--- config.mk ---
export PLATFORM = sky130hd
export DESIGN_NAME = imem_loader
export DESIGN_NICKNAME = d
export VERILOG_FILES = /design/src/rtl/micore_pkg.sv /design/src/rtl/imem_loader.sv
export SDC_FILE = /design/constraint.sdc
export NUM_CORES = 1
export LEC_CHECK = 0
export BUFFER_PORTS_ARGS = -buffer_cell sky130_fd_sc_hd__buf_2
export CORE_MARGIN = 4
export CORE_UTILIZATION = 58
export DETAILED_ROUTE_END_ITERATION = 12
export PLACE_DENSITY_LB_ADDON = 0.1
export SYNTH_ARGS = -nofsm -noshare
export SYNTH_HDL_FRONTEND = slang
export SYNTH_SLANG_ARGS = --single-unit
export TNS_END_PERCENT = 1
--- constraint.sdc ---
create_clock -name clk -period 3.2 [get_ports clk]
set_input_delay 0.16 -clock clk [delete_from_list [all_inputs] [get_ports clk]]
set_output_delay 0.16 -clock clk [all_outputs]
set_load 0.02 [all_outputs]
--- src/rtl/micore_pkg.sv ---
// Shared definitions for the micore instruction-memory path: loader FSM
// state encoding, the canonical NOP, and the default memory address width.
package micore_pkg;

  // Default byte-address width of the instruction memory (1 KiB).
  localparam int ADDR_W_DEFAULT = 10;

  // addi x0, x0, 0 -- what an unprogrammed instruction slot should hold.
  localparam logic [31:0] NOP_INSTR = 32'h0000_0013;

  typedef enum logic [2:0] {
    IDLE   = 3'd0,
    LEN_LO = 3'd1,
    LEN_HI = 3'd2,
    DATA   = 3'd3,
    CHECK  = 3'd4,
    DONE   = 3'd5,
    ERR    = 3'd6
  } loader_state_e;

  // Running XOR checksum over the payload bytes.
  function automatic logic [7:0] csum_step(input logic [7:0] acc, input logic [7:0] b);
    return acc ^ b;
  endfunction

endpackage

--- src/rtl/imem_loader.sv ---
// Boot-time instruction-memory programmer. Receives a length-prefixed,
// XOR-checksummed byte frame, packs little-endian 32-bit words and writes
// them to the instruction memory while holding the core in reset.
// The word index is kept 16 bits wide to match the frame's length field,
// which limits ADDR_W to at most 18.
module imem_loader
  import micore_pkg::*;
#(
  parameter int ADDR_W = ADDR_W_DEFAULT
) (
  input  logic              clk,
  input  logic              rst,
  input  logic              start,
  input  logic              s_valid,
  input  logic [7:0]        s_data,
  output logic              s_ready,
  output logic              we,
  output logic [ADDR_W-1:0] waddr,
  output logic [31:0]       wdata,
  output logic              core_hold,
  output logic              done,
  output logic              error
);

  // Word capacity, one bit wider than the length field so 65536 fits.
  localparam logic [16:0] WORDS = 17'd1 << (ADDR_W - 2);

  loader_state_e     state_r;
  logic [15:0]       len_r;
  logic [15:0]       word_idx_r;
  logic [1:0]        byte_cnt_r;
  logic [23:0]       asm_r;
  logic [7:0]        csum_r;
  logic              we_r;
  logic [ADDR_W-1:0] waddr_r;
  logic [31:0]       wdata_r;
  logic              done_r;
  logic              error_r;

  logic              fire_s;
  logic [15:0]       len_next_s;
  logic              len_bad_s;
  logic              ready_s;
  logic              hold_s;

  assign fire_s     = s_valid && ready_s;
  assign len_next_s = {s_data, len_r[7:0]};
  assign len_bad_s  = (len_next_s == 16'd0) || ({1'b0, len_next_s} > WORDS);

  // Handshake readiness and core hold are pure decodes of the current state.
  always_comb begin
    ready_s = 1'b0;
    hold_s  = 1'b0;
    case (state_r)
      IDLE: begin
        ready_s = 1'b0;
        hold_s  = 1'b0;
      end
      LEN_LO, LEN_HI, DATA, CHECK: begin
        ready_s = 1'b1;
        hold_s  = 1'b1;
      end
      DONE: begin
        ready_s = 1'b0;
        hold_s  = 1'b0;
      end
      ERR: begin
        ready_s = 1'b0;
        hold_s  = 1'b1;
      end
      default: begin
        ready_s = 1'b0;
        hold_s  = 1'b0;
      end
    endcase
  end

  // Frame parser: length capture, word assembly, memory writes, checksum verdict.
  always_ff @(posedge clk) begin
    if (rst) begin
      state_r    <= IDLE;
      len_r      <= 16'd0;
      word_idx_r <= 16'd0;
      byte_cnt_r <= 2'd0;
      asm_r      <= 24'd0;
      csum_r     <= 8'd0;
      we_r       <= 1'b0;
      waddr_r    <= '0;
      wdata_r    <= 32'd0;
      done_r     <= 1'b0;
      error_r    <= 1'b0;
    end else begin
      we_r   <= 1'b0;
      done_r <= 1'b0;
      case (state_r)
        IDLE, ERR: begin
          // A new load may begin from rest or to recover from a failed load.
          if (start) begin
            state_r    <= LEN_LO;
            csum_r     <= 8'd0;
            word_idx_r <= 16'd0;
            byte_cnt_r <= 2'd0;
            error_r    <= 1'b0;
          end
        end
        LEN_LO: begin
          if (fire_s) begin
            len_r[7:0] <= s_data;
            state_r    <= LEN_HI;
          end
        end
        LEN_HI: begin
          if (fire_s) begin
            len_r[15:8] <= s_data;
            if (len_bad_s) begin
              state_r <= ERR;
              error_r <= 1'b1;
            end else begin
              state_r <= DATA;
            end
          end
        end
        DATA: begin
          if (fire_s) begin
            csum_r     <= csum_step(csum_r, s_data);
            byte_cnt_r <= byte_cnt_r + 2'd1;
            // Earlier bytes drift toward bit 0, so byte 0 lands in wdata[7:0].
            asm_r      <= {s_data, asm_r[23:8]};
            if (byte_cnt_r == 2'd3) begin
              we_r    <= 1'b1;
              waddr_r <= {word_idx_r[ADDR_W-3:0], 2'b00};
              wdata_r <= {s_data, asm_r};
              if (word_idx_r == (len_r - 16'd1)) begin
                state_r <= CHECK;
              end else begin
                word_idx_r <= word_idx_r + 16'd1;
              end
            end
          end
        end
        CHECK: begin
          if (fire_s) begin
            if (s_data == csum_r) begin
              state_r <= DONE;
              done_r  <= 1'b1;
            end else begin
              state_r <= ERR;
              error_r <= 1'b1;
            end
          end
        end
        DONE: begin
          state_r <= IDLE;
        end
        default: begin
          state_r <= IDLE;
        end
      endcase
    end
  end

  assign s_ready   = ready_s;
  assign core_hold = hold_s;
  assign we        = we_r;
  assign waddr     = waddr_r;
  assign wdata     = wdata_r;
  assign done      = done_r;
  assign error     = error_r;

endmodule

==> impl_metrics.yaml <==
sta:
  fin_crit_ns: 2.99
  hold_violations: 0
  rsz0062_at_grt: "false"
  max_freq_mhz: 334
  fin_crit_sh_pct: 93.5
  worst_pin_slew_ns: 0.769
  setup_violations: 0
  slew_headroom_pct: 48.7
  tns_ns: 0
  clock-skew-final_ns: 0.0118
  drv_slew: 0
synthesis:
  synthTopCellsByCount: "nand2_1, dfxtp_1, a21oi_1"
  synth.most_common_cell: "nand2_1"
  synth_top_area_share_pct: 42.6
  avgSynthCellArea_um2: 7.71
  synth_area_leader_cell: "dfxtp_1"
  syn_inst: 683
  ys_seq_elements: 112
  yosysWarnings: 0
  ys_types: 63
  netlist_area_um2: 5270
  synth-seq-area-share_pct: 42.6
  synth-edff-count: 0
  synthTopCellsByArea: "dfxtp_1, nand2_1, a21oi_1"
  ys.flop_type: "dfxtp_1"
  async_reset_ff_share_pct: 0
layout:
  diodes: 0
  multi_input_area_um2: 2780
  area_growth_pct: 9.31
  seq_area_um2: 2240
  final_net_count: 725
  nFillCells: 805
  final_area_um2: 5760
  post_route_cells_drive_above_1_share_pct: 15.1
global_route:
  grt_max_degree: 80
  grt_pass1_vias: 4248
  grt_pass1_wl_um: 20000
  antenna_found_initial: 0
  overflow: 0
  groute.usage.overall_pct: 23.5
die:
  std_cell_rows: 34
  initial_utilization_pct: 60.1
  die_area_um2: 10700
  num_io_pins: 59
  die_y_um: 103
  core_um2: 8760
  die_w_um: 103
cts:
  cts-root-buf: "clkbuf_8"
  htreeDepth: 3
  cts_inserted_buffers: 9
  clock_sinks: 112
  cts_tree: "done"
  holdBufCountCts: 0
  cts_buffer_depth: 2
  cts_resized: 0
  cts.clk_slew.worst_paths_ns: 0.12
  postCtsSetupBuffers: 0
  insertion_delay_ns: 0.37
worst_setup_path:
  critPathMaxStageDelay_ns: 0.67
  endpoint_kind: "register"
  crit_slowest_cell: "a2111oi_1"
  cp.required_ns: 3.51
  critPathKind: "reg2reg"
  cp.arrival_ns: 3.31
  path_cells: "inv_1 > ha_1 > nor4b_4 > buf_4 > xor2_1 > and4b_1 > o22ai_1 > nor4_4 > a2111oi_1 > nand3_1 > a21oi_2"
  worst-path-max-fanout: 7
  start_kind: "register"
drt:
  drtPass1Iterations: 5
  drcViolationCount: 0
  wire_per_inst_um: 14.7
  routed_wirelength_um: 12100
  antenna_left: 0
  avgViaCountPerCell: 5.70
  drt_iter0_drc: 203
  vias: 4688
worst_hold_path:
  holdCritPathClass: "in2reg"
flow_run:
  max-cap-violations: 0
placed_design:
  dp_hpwl_um: 8660
  place.port_buffers: 56
  gp_congestion: 0.868
  post_dp_cell_area_um2: 5520
power_and_ir_drop:
  vdd_drop_max_mv: 0.368
  power.density_nw_per_um2: 596
  p_leak_nw: 2.10
  power_mw: 3.43
status:
  outcome: "completed"
logic make-up (layout without fill, tap and decap cells):
family                     after synthesis  after routing  share of synthesized area, %
other                                    1              2                        0.0712
adders and majority gates                4              4                         0.950
and+or+nand+nor                        313            313                          27.3
AOI/OAI and AO/OA                      160            160                          18.4
buffers and inverters                   59             89                          4.84
xor gates and xnor gates                31             31                          5.30
DFF                                    112            112                          42.6
muxes                                    3              3                         0.570
where the power goes:
| part | internal (mW) | switching, mW |
|---|---|---|
| Combinational | 0.373 | 0.585 |
| Sequential | 1.44 | 0.100 |
| Clock | 0.395 | 0.533 |
| Total | 2.21 | 1.22 |
layout make-up:
cell class                 instances  area share, %
multi-input combinational        513           48.2
sequential                       112           38.9
timing repair buffer              63           5.78
tap                              108           2.35
clock buffer                       9           2.15
clock inverter                     7           1.96
inverter                          10          0.652
worst max-delay path, delay by kind of cell (launching register included):
kind            cells  cell delay, ns
compound gates      3            1.11
simple gates        4            0.68
flops               1            0.46
buf+inv             2            0.27
fa+ha+maj           1            0.27
xor+xnor            1            0.15
sequential cells by signal, indices dropped and copies added (netlist names):
name,cells
done,1
wdata,32
csum_r,8
len_r,16
byte_cnt_r,2
waddr,8
asm_r,24
error,1
we,1
state_r,3
word_idx_r,16
worst paths after layout:
kind,from,endpoint,slack [ns],cells after the start
setup reg to reg,len_r[0]$_SDFFE_PP0P_,word_idx_r[12]$_SDFFE_PP0P_,0.21,11
hold reg to reg,waddr[8]$_SDFFE_PP0P_,waddr[8]$_SDFFE_PP0P_,0.46,2
setup / recovery,len_r[0]$_SDFFE_PP0P_,word_idx_r[12]$_SDFFE_PP0P_,0.21,11
hold / removal,s_data[7],wdata[31]$_SDFFE_PP0P_,0.1,3
layout by cell type, fill, tap and decap left out, types with 3 or more instances in the layout:
cell / synthesis / layout
a21o_1: 4 / 4
clkbuf_8: 0 / 9
clkinv_8: 0 / 3
o211ai_1: 5 / 5
xnor2_1: 24 / 24
buf_4: 2 / 7
o21ai_0: 11 / 11
nor2_1: 46 / 46
nor4_1: 4 / 4
nor2b_1: 5 / 5
dfxtp_1: 112 / 112
or3_1: 6 / 6
nand4_1: 10 / 10
nand2_1: 182 / 182
xor2_1: 6 / 6
nand2b_1: 7 / 7
nor3_1: 12 / 12
a211oi_1: 5 / 5
nand3_1: 15 / 15
ha_1: 4 / 4
a21oi_2: 10 / 10
and3_1: 5 / 5
mux2i_1: 3 / 3
a21oi_1: 99 / 99
o21ai_2: 6 / 6
inv_1: 10 / 10
buf_2: 0 / 56
per-stage QoR:
stage | utilization (%) | hold WS [ns] | std cells | setup slack (ns)
3_3_place_gp | 63.0 | 0.440 | 806 | 0.399
2_1_floorplan | - | 0.383 | 684 | 0.335
4_1_cts | 65.7 | 0.0822 | 822 | 0.212
6_report | 65.7 | 0.0985 | 822 | 0.207
3_5_place_dp | 63.0 | 0.444 | 806 | 0.241
5_1_grt | 65.7 | 0.0853 | 822 | 0.0220
layer usage:
| metal | track usage, % | vias up | part of all wire (%) |
|---|---|---|---|
| li1 | - | 2361 | - |
| met1 | 32.0 | 2176 | 45 |
| met2 | 38.8 | 139 | 49 |
| met3 | 4.29 | 12 | 5.6 |
| met4 | 5.48 | 0 | 1.0 |
| met5 | 0 | - | 0 |
No activity file was read; power rests on OpenSTA's default activity.
